[config.mk]
export PLATFORM = sky130hd
export DESIGN_NAME = csr_rmw_unit
export DESIGN_NICKNAME = d
export VERILOG_FILES = /design/src/rtl/csr_rmw_unit.sv
export SDC_FILE = /design/constraint.sdc
export NUM_CORES = 1
export LEC_CHECK = 0
export ABC_AREA = 0
export CAP_MARGIN = 20
export CORE_MARGIN = 3
export CORE_UTILIZATION = 56
export DETAILED_ROUTE_END_ITERATION = 12
export HOLD_SLACK_MARGIN = 0.08
export PLACE_DENSITY = 0.85
export SLEW_MARGIN = 20
export SYNTH_ARGS = -nofsm -noshare
export SYNTH_HDL_FRONTEND = slang
export SYNTH_SLANG_ARGS = --single-unit
[constraint.sdc]
create_clock -name clk -period 5.17 [get_ports clk]
set_clock_uncertainty 0.1 [all_clocks]
set_input_delay 1.2925 -clock clk [delete_from_list [all_inputs] [get_ports clk]]
set_output_delay 1.2925 -clock clk [all_outputs]
set_load 0.05 [all_outputs]
[src/rtl/csr_rmw_unit.sv]
// CSR read-modify-write unit: NUM_CSR generic RW registers plus read-only cycle/instret counters.
// Latency 1 cycle; req_ready drops while a registered response is waiting for resp_ready.
module csr_rmw_unit #(
  parameter int          XLEN     = 32,
  parameter int          NUM_CSR  = 8,
  parameter logic [11:0] CSR_BASE = 12'h340,
  parameter int          CNT_W    = 64
) (
  input  logic            clk,
  input  logic            rst_n,
  input  logic            req_valid,
  output logic            req_ready,
  input  logic [2:0]      req_op,
  input  logic [11:0]     req_addr,
  input  logic [XLEN-1:0] req_rs1,
  input  logic [4:0]      req_zimm,
  input  logic            req_src_x0,
  input  logic            retire,
  output logic            resp_valid,
  input  logic            resp_ready,
  output logic [XLEN-1:0] resp_rdata,
  output logic            resp_illegal
);
  localparam int IDX_W  = (NUM_CSR > 1) ? $clog2(NUM_CSR) : 1;
  localparam bit HAS_HI = (CNT_W > XLEN);

  logic [XLEN-1:0]  regs [NUM_CSR];
  logic [CNT_W-1:0] cycle_cnt;
  logic [CNT_W-1:0] instret_cnt;
  logic [XLEN-1:0]  cycle_hi;
  logic [XLEN-1:0]  instret_hi;
  logic [11:0]      off;
  logic [IDX_W-1:0] idx;
  logic             is_gen;
  logic             mapped;
  logic             wr_en;
  logic             illegal;
  logic             fire;
  logic [XLEN-1:0]  src;
  logic [XLEN-1:0]  old_val;
  logic [XLEN-1:0]  new_val;

  assign req_ready = !resp_valid || resp_ready;
  assign fire      = req_valid && req_ready;

  assign off    = req_addr - CSR_BASE;
  assign idx    = off[IDX_W-1:0];
  assign is_gen = int'(off) < NUM_CSR;

  // Shifting by XLEN yields zero when CNT_W == XLEN, so no illegal slice is needed.
  assign cycle_hi   = XLEN'(cycle_cnt >> XLEN);
  assign instret_hi = XLEN'(instret_cnt >> XLEN);

  always_comb begin
    mapped  = 1'b1;
    old_val = '0;
    if (is_gen) begin
      old_val = regs[idx];
    end else begin
      case (req_addr)
        12'hC00: old_val = cycle_cnt[XLEN-1:0];
        12'hC80: begin old_val = cycle_hi;   mapped = HAS_HI; end
        12'hC02: old_val = instret_cnt[XLEN-1:0];
        12'hC82: begin old_val = instret_hi; mapped = HAS_HI; end
        default: mapped = 1'b0;
      endcase
    end
  end

  assign src     = req_op[2] ? XLEN'(req_zimm) : req_rs1;
  // RS/RC with an x0/zero source is a pure read and must not trip the read-only check.
  assign wr_en   = (req_op[1:0] == 2'b01) || !req_src_x0;
  assign illegal = !mapped || (req_op[1:0] == 2'b00) || (wr_en && req_addr[11:10] == 2'b11);

  always_comb begin
    case (req_op[1:0])
      2'b10:   new_val = old_val | src;
      2'b11:   new_val = old_val & ~src;
      default: new_val = src;
    endcase
  end

  always_ff @(posedge clk or negedge rst_n) begin
    if (!rst_n) begin
      cycle_cnt   <= '0;
      instret_cnt <= '0;
    end else begin
      cycle_cnt <= cycle_cnt + CNT_W'(1);
      if (retire) instret_cnt <= instret_cnt + CNT_W'(1);
    end
  end

  always_ff @(posedge clk or negedge rst_n) begin
    if (!rst_n) begin
      for (int i = 0; i < NUM_CSR; i++) regs[i] <= '0;
    end else if (fire && !illegal && wr_en && is_gen) begin
      regs[idx] <= new_val;
    end
  end

  always_ff @(posedge clk or negedge rst_n) begin
    if (!rst_n) begin
      resp_valid   <= 1'b0;
      resp_rdata   <= '0;
      resp_illegal <= 1'b0;
    end else begin
      if (resp_valid && resp_ready) resp_valid <= 1'b0;
      if (fire) begin
        resp_valid   <= 1'b1;
        resp_rdata   <= illegal ? '0 : old_val;
        resp_illegal <= illegal;
      end
    end
  end
endmodule

==> results of run 1 <==
==> per-stage QoR <==
stage	power, W	setup slack (ns)
finish	0.006750	1.066
global route	0.006960	0.9939
CTS	0.006770	1.061
floorplan	0.003617	1.619
global placement	0.003826	0.5981
detailed placement	0.003838	0.6196
==> sequential cells by signal (all words and copies together) (netlist names) <==
signal and flops:
cycle_cnt 64, regs 256, resp_rdata 32, resp_illegal 1, resp_valid 1, instret_cnt 64
==> power breakdown <==
part / total [W] / leakage [nW] / internal [W] / switching, W
Sequential: 0.00334 / 5.78 / 0.00330 / 0.0000371
Clock: 0.00296 / 0.647 / 0.00168 / 0.00128
Combinational: 0.000452 / 4.33 / 0.000152 / 0.000300
==> worst reg2reg max path, cell delays in order, from the launching register on <==
cell,delay (ns)
sky130_fd_sc_hd__dfrtp_1,0.38
sky130_fd_sc_hd__nand2b_1,0.13
sky130_fd_sc_hd__nand2_1,0.19
sky130_fd_sc_hd__a221oi_1,0.61
sky130_fd_sc_hd__nand4_1,0.52
sky130_fd_sc_hd__nor2_4,0.25
sky130_fd_sc_hd__buf_4,0.36
sky130_fd_sc_hd__mux2_2,0.40
==> logic make-up after synthesis <==
| logic type | after synthesis | share of synthesized area, % |
|---|---|---|
| AND/OR/NAND/NOR | 481 | 12.26 |
| buffers and inverters | 135 | 2.985 |
| multiplexers | 353 | 20.43 |
| AO/OA/AOI/OAI | 247 | 8.283 |
| adder cells (fa/ha/maj) | 2 | 0.1211 |
| flip-flops | 418 | 50.62 |
| XOR/XNOR | 125 | 5.298 |
==> final cells by class <==
class	count	share of cell area, %
inverter	25	0.4013
timing repair buffer	141	5.586
clock buffer	63	5.222
sequential	418	44.73
multi-input combinational	1208	41.21
clock inverter	9	0.3799
tap	461	2.467
==> cells in the mapped netlist, types with 8 or more instances <==
cell type	n
sky130_fd_sc_hd__a21o_1	21
sky130_fd_sc_hd__o21ai_1	9
sky130_fd_sc_hd__mux2i_1	10
sky130_fd_sc_hd__a31oi_1	24
sky130_fd_sc_hd__o21ai_0	35
sky130_fd_sc_hd__xor2_1	42
sky130_fd_sc_hd__nand3_1	158
sky130_fd_sc_hd__buf_2	45
sky130_fd_sc_hd__dfrtp_1	418
sky130_fd_sc_hd__nand2b_1	14
sky130_fd_sc_hd__inv_1	22
sky130_fd_sc_hd__nor3_1	11
sky130_fd_sc_hd__clkbuf_1	46
sky130_fd_sc_hd__buf_4	11
sky130_fd_sc_hd__and3_1	22
sky130_fd_sc_hd__nor4_1	8
sky130_fd_sc_hd__a32o_1	11
sky130_fd_sc_hd__o21ai_2	13
sky130_fd_sc_hd__mux2_2	320
sky130_fd_sc_hd__o221ai_1	14
sky130_fd_sc_hd__xnor2_1	83
sky130_fd_sc_hd__nor2b_1	11
sky130_fd_sc_hd__nand4_1	39
sky130_fd_sc_hd__nand2_1	113
sky130_fd_sc_hd__and4_1	15
sky130_fd_sc_hd__a21oi_1	25
sky130_fd_sc_hd__mux4_2	23
sky130_fd_sc_hd__o22ai_1	51
sky130_fd_sc_hd__nor2_1	59
==> worst max-delay path by stage <==
stage	startpoint	to	slack, ns	depth (start not counted)
after floorplan	resp_ready	regs[129]	1.62	7
after global placement	req_op[1]	regs[163]	0.60	7
after detailed placement	req_op[1]	regs[171]	0.62	7
after CTS	resp_ready	req_ready	1.06	3
after global routing	req_op[1]	regs[168]	0.99	7
final	resp_ready	req_ready	1.07	3
==> metal layers <==
layer  global-route usage [%]  up-vias
met1                    38.38     7932
met2                    47.13      928
met5                        0        -
li1                         -     6611
met3                    6.092      243
met4                    14.84        0
==> key figures, run 1 <==
Synth
  • Flop and latch count out of synthesis: ~420
  • Register area share after synthesis: roughly half
  • Synthesis warning total: 0
  • Synthesized area divided by synthesized cell count: 11.73 µm²
  • Share of flip-flops with an asynchronous set or reset after synthesis: 100.0%
  • Post-synthesis cell type count: 64
  • Post-Syn Area: 20,660 µm²
  • Synthesized instance count: 1,761
  • Number of nets produced by synthesis: roughly 1,800
  • Top-area cell type share of the netlist area: about half
  • Cell types with the largest area share after synthesis: sky130_fd_sc_hd__dfrtp_1, sky130_fd_sc_hd__mux2_2, sky130_fd_sc_hd__nand3_1
  • Prevailing post-synth register cell: sky130_fd_sc_hd__dfrtp_1
  • Count of flip-flops with a built-in enable after synthesis: 0
  • Top cell type by total area after synthesis: sky130_fd_sc_hd__dfrtp_1

Detailed routing
  • Antenna viol nets, final: 0
  • Total length of routed met2 wires: 27,000 µm
  • Count of TritonRoute iterations in the first routing pass: 6
  • Drt drc: 0
  • Uppermost routed layer: met4
  • Via Count: 15,710
  • Met3 routed WL: ~5200 µm
  • Iteration-0 DRC Markers: between 1,500 and 2,000
  • Detailed-route wire length on metal 1: roughly 22,000 µm
  • Post-DR wirelength/cell: 24.75 µm
  • Total wirelength of the detailed-routed design: 57,550 µm
  • Via count normalized by instance count: 6.759

Timing
  • Crit share post-route: between 70% and 80%
  • Fin Setup TNS: 0 ns
  • Final hold viol count: 0
  • Final hold slack: 0.3673 ns
  • Number of setup violations in the final report: 0
  • Highest attainable clock frequency: 243.7 MHz
  • Minimum clock period after layout: 4.104 ns
  • Max transition margin: 29.91%
  • Setup repair after global routing missed its margin: no
  • Slew at the pin closest to its max-slew limit: 1.051 ns
  • Final Max Slew Viols: 0

Clock network
  • Clock network latency to the later pin of the worst-skew pair: approximately 0.56 ns
  • Number of H-tree levels: 2
  • Number of buffers inserted during clock tree synthesis: 43
  • Maximum clock path buffer count: 3
  • Worst-path clk slew: 0.06 ns
  • CTS sink cnt: 418
  • Root buffer cell: sky130_fd_sc_hd__clkbuf_16
  • Clock tree from TritonCTS: built
  • Post-CTS resize count: 0
  • Cts-stage hold buffer count: 0
  • # Post-CTS Setup Buffers: 0

Critical path
  • Number of buffers and inverters on the critical path: 2
  • Crit-path most repeated cell: sky130_fd_sc_hd__clkdlybuf4s50_1
  • Critical path, cell by cell: clkdlybuf4s50_1 > nand2b_1 > clkdlybuf4s50_1
  • Worst Path Required: 3.78 ns
  • Peak per-stage delay on the critical path: 0.82 ns
  • Worst r2r path cells: 7
  • Critical path capture point type: output port
  • Endpoint of the most critical register-to-register path: regs[168]
  • Arr. time, crit path: 2.71 ns
  • R2r startpoint: resp_valid
  • Startpoint type of the worst setup path: input pin
  • Critical path peak fanout: 4
  • Critical setup path kind: in2out
  • Largest delay contributor family on the critical path: buffers and inverters
  • Reg-to-reg slack, setup: 2.11 ns
  • Max stage delay cell, worst path: sky130_fd_sc_hd__clkdlybuf4s50_1

Placement
  • Placed wire-length estimate after detailed placement: 38,360 µm
  • Number of cells after detailed placement: 2,253
  • PortBufs: 92
  • Placed Instance Area: around 22,000 µm²
  • RePlAce Congestion: around 0.92

Global routing
  • Wire length of the first global-routing pass: 90,620 µm
  • Overall fraction of global-route tracks in use: 29.43%
  • Largest net degree at the start of global routing: 128
  • GR Overflow Total: 0
  • Number of antenna violations at the first check in global routing: 0
  • Via count of the first global-routing pass: 16,060

Cells and area
  • Area used by multi-input combinational logic: 9638 µm²
  • Layout filler cell count: approximately 2,600
  • Most common library cell in the layout ignoring fill and taps: sky130_fd_sc_hd__dfrtp_1
  • N_diodes: 0
  • Top library cells by usage in the layout, fill and taps aside: sky130_fd_sc_hd__dfrtp_1, sky130_fd_sc_hd__mux2_2, sky130_fd_sc_hd__nand3_1
  • Layout-stage area growth over the synthesis result: 13.17%
  • Fraction of layout cells with a size suffix above 1: 26.88%
  • Final net count: 1,897
  • Final core occ: 64.96%
  • Cell area after layout: 23,380 µm²
  • Final instance count without filler cells: 2,325
  • Reg area: 10,460 µm²

Floorplanning
  • Initial Util: 57.40%
  • X dimension of the die: a little under 200 µm
  • Core area: 36,000 µm²
  • Height of the chip: just under 200 µm
  • Ports placed on the boundary: 93
  • DIE AREA: ~39,000 µm²
  • Std-Cell Rows: just under 70

Power and ir drop
  • Power Dens Cells: 288.6 nW/µm²
  • Peak supply drop: 0.2514 mV
  • Static Leakage: approximately 11 nW

Run
  • Reported max-cap violation count: 0

Min path
  • Hold path cells: 1
  • Start point of the worst min-delay path: instret_cnt[63]
  • Hold WC Path Type: reg2reg
  • End point of the most critical hold path: instret_cnt[63]

Status
  • Run status: complete, no violations
Power figures use the tool's default switching activity.
==> run 2, diff against run 1 <==
==> constraint.sdc (replaced) <==
create_clock -name clk -period 4.13 [get_ports clk]
set_clock_uncertainty 0.1 [all_clocks]
set_input_delay 1.0325 -clock clk [delete_from_list [all_inputs] [get_ports clk]]
set_output_delay 1.0325 -clock clk [all_outputs]
set_load 0.05 [all_outputs]
==> run 2 against run 1 <==
First-iteration DRC count down 6.0%; final cell count up 1.9%; sequential power up 25%; non-clock buffer count up 38; combinational power up 31%; die area unchanged; setup slack worse by 0.66 ns; register-to-register slack worse by 1.0 ns; clock power up 39%; design area up 2.4%; sequential share of layout area down 1.1 points; global-route usage up 0.16 points.
==> key figures, run 2 (same netlist as run 1, synthesis figures left out) <==
Status
  • Run status: complete, no violations

Critical path
  • Worst Path Required: 4.54 ns
  • Crit-path most repeated cell: sky130_fd_sc_hd__o22ai_1
  • Critical path capture point type: register
  • Critical setup path kind: in2reg
  • Critical path peak fanout: 25
  • Number of buffers and inverters on the critical path: 1
  • Largest delay contributor family on the critical path: compound AO/OA/AOI/OAI gates
  • Peak per-stage delay on the critical path: a little under 0.7 ns
  • Max stage delay cell, worst path: sky130_fd_sc_hd__a221oi_1
  • Critical path, cell by cell: buf_2 > nand2b_1 > o22ai_1 > a221oi_1 > o22ai_1 > o21ai_1 > mux2_2
  • Startpoint type of the worst setup path: input pin
  • Arr. time, crit path: 4.13 ns

Placement
  • Placed wire-length estimate after detailed placement: 39,030 µm
  • PortBufs: around 90
  • RePlAce Congestion: 0.9270

Clock network
  • Worst-path clk slew: around 0.06 ns
  • Maximum clock path buffer count: 3
  • CTS sink cnt: between 400 and 500
  • Number of H-tree levels: 2
  • Post-CTS resize count: 0
  • Root buffer cell: sky130_fd_sc_hd__clkbuf_16
  • Number of buffers inserted during clock tree synthesis: 45
  • # Post-CTS Setup Buffers: 0
  • Clock network latency to the later pin of the worst-skew pair: around 0.59 ns
  • Cts-stage hold buffer count: 0
  • Clock tree from TritonCTS: built

Detailed routing
  • Count of TritonRoute iterations in the first routing pass: 6
  • Iteration-0 DRC Markers: 1,600
  • Post-DR wirelength/cell: 24.56 µm
  • Via Count: ~16,000
  • Via count normalized by instance count: 6.653
  • Antenna viol nets, final: 0
  • Drt drc: 0
  • Total wirelength of the detailed-routed design: ~58,000 µm

Run
  • Reported max-cap violation count: 0

Timing
  • Highest attainable clock frequency: ~270 MHz
  • Slew at the pin closest to its max-slew limit: 1.105 ns
  • Setup repair after global routing missed its margin: no
  • Max transition margin: about a quarter
  • Fin Setup TNS: 0 ns
  • Number of setup violations in the final report: 0
  • Final Max Slew Viols: 0
  • Final hold slack: 0.3379 ns
  • Crit share post-route: 90.07%
  • Final hold viol count: 0
  • Minimum clock period after layout: between 3 and 4 ns

Cells and area
  • Fraction of layout cells with a size suffix above 1: ~29%
  • Number of flip-flops in the largest register: 256
  • N_diodes: 0
  • Top flop regs: regs: 256 flops, cycle_cnt: 64 flops, instret_cnt: 64 flops
  • Layout-stage area growth over the synthesis result: 15.93%
  • Final net count: a little under 2,000
  • Most common library cell in the layout ignoring fill and taps: sky130_fd_sc_hd__dfrtp_1
  • Most flops, register: regs
  • Top library cells by usage in the layout, fill and taps aside: sky130_fd_sc_hd__dfrtp_1, sky130_fd_sc_hd__mux2_2, sky130_fd_sc_hd__nand3_1

Floorplanning
  • Height of the chip: between 150 and 200 µm
  • Ports placed on the boundary: slightly above 90
  • Core area: 36,000 µm²
  • Std-Cell Rows: 69
  • X dimension of the die: 198.1 µm
  • DIE AREA: 39,240 µm²
  • Initial Util: 57.40%

Global routing
  • GR Overflow Total: 0
  • Via count of the first global-routing pass: roughly 16,000
  • Largest net degree at the start of global routing: 88
  • Overall fraction of global-route tracks in use: 29.59%
  • Wire length of the first global-routing pass: 90,530 µm
  • Number of antenna violations at the first check in global routing: 0

Min path
  • Hold WC Path Type: in2async

Power and ir drop
  • Power Dens Cells: 370.9 nW/µm²
  • Static Leakage: 11.05 nW
  • Peak supply drop: 0.2723 mV
run 2: area by class of cell:
type / count / area [µm²]
clock buffers: 64 / 1299
inverters: 25 / 93.84
multi-input cells: 1208 / 9638
fillers: 2460 / 12050
clock inverters: 14 / 196.4
repair buffers: 179 / 1692
well taps: 461 / 576.8
flip-flops and latches: 418 / 10460
run 2: per-layer routing:
metal	up-vias	GRT usage (%)	wire [µm]
met5	-	0	0
met1	8011	37.53	22120
met4	0	14.65	2966
li1	6678	-	-
met2	857	48.04	27870
met3	214	6.976	5232
run 2: path summary, 6_finish.rpt:
path	from	to	slack, ns	cells past startpoint
min in group clk	instret_cnt[63]	instret_cnt[63]	0.36	1
max reg2reg	resp_valid	regs[230]	1.11	7
max in group asynchronous	rst_n	regs[87]	2.67	2
min reg2reg	instret_cnt[63]	instret_cnt[63]	0.36	1
max	req_addr[2]	regs[16]	0.41	7
min	rst_n	cycle_cnt[7]	0.34	1
run 2: power by group:
part / internal, W / switching, W
registers: 0.00413 / 0.0000475
clock network: 0.00244 / 0.00168
logic: 0.000211 / 0.000379
run 2: worst register-to-register path, delay by kind of cell, from the launching register on:
| family | cells | cell delay [ns] |
|---|---|---|
| and+or+nand+nor | 4 | 1.43 |
| DFF | 1 | 0.40 |
| muxes | 1 | 0.35 |
| buffers and inverters | 1 | 0.33 |
| AOI/OAI and AO/OA | 1 | 0.32 |
run 2: stage by stage:
stage	instances	total power, W	utilization, %	setup WS [ns]	area [µm²]
final	2369	0.008884	66.54	0.4100	23960
after global routing	2369	0.009122	66.54	0.3588	23960
after CTS	2369	0.008898	66.54	0.4126	23960
after detailed placement	2291	0.004829	62.39	0.02315	22460
after global placement	2291	0.004810	62.39	0.1212	22460
after floorplan	1761	0.004528	-	0.8385	20660
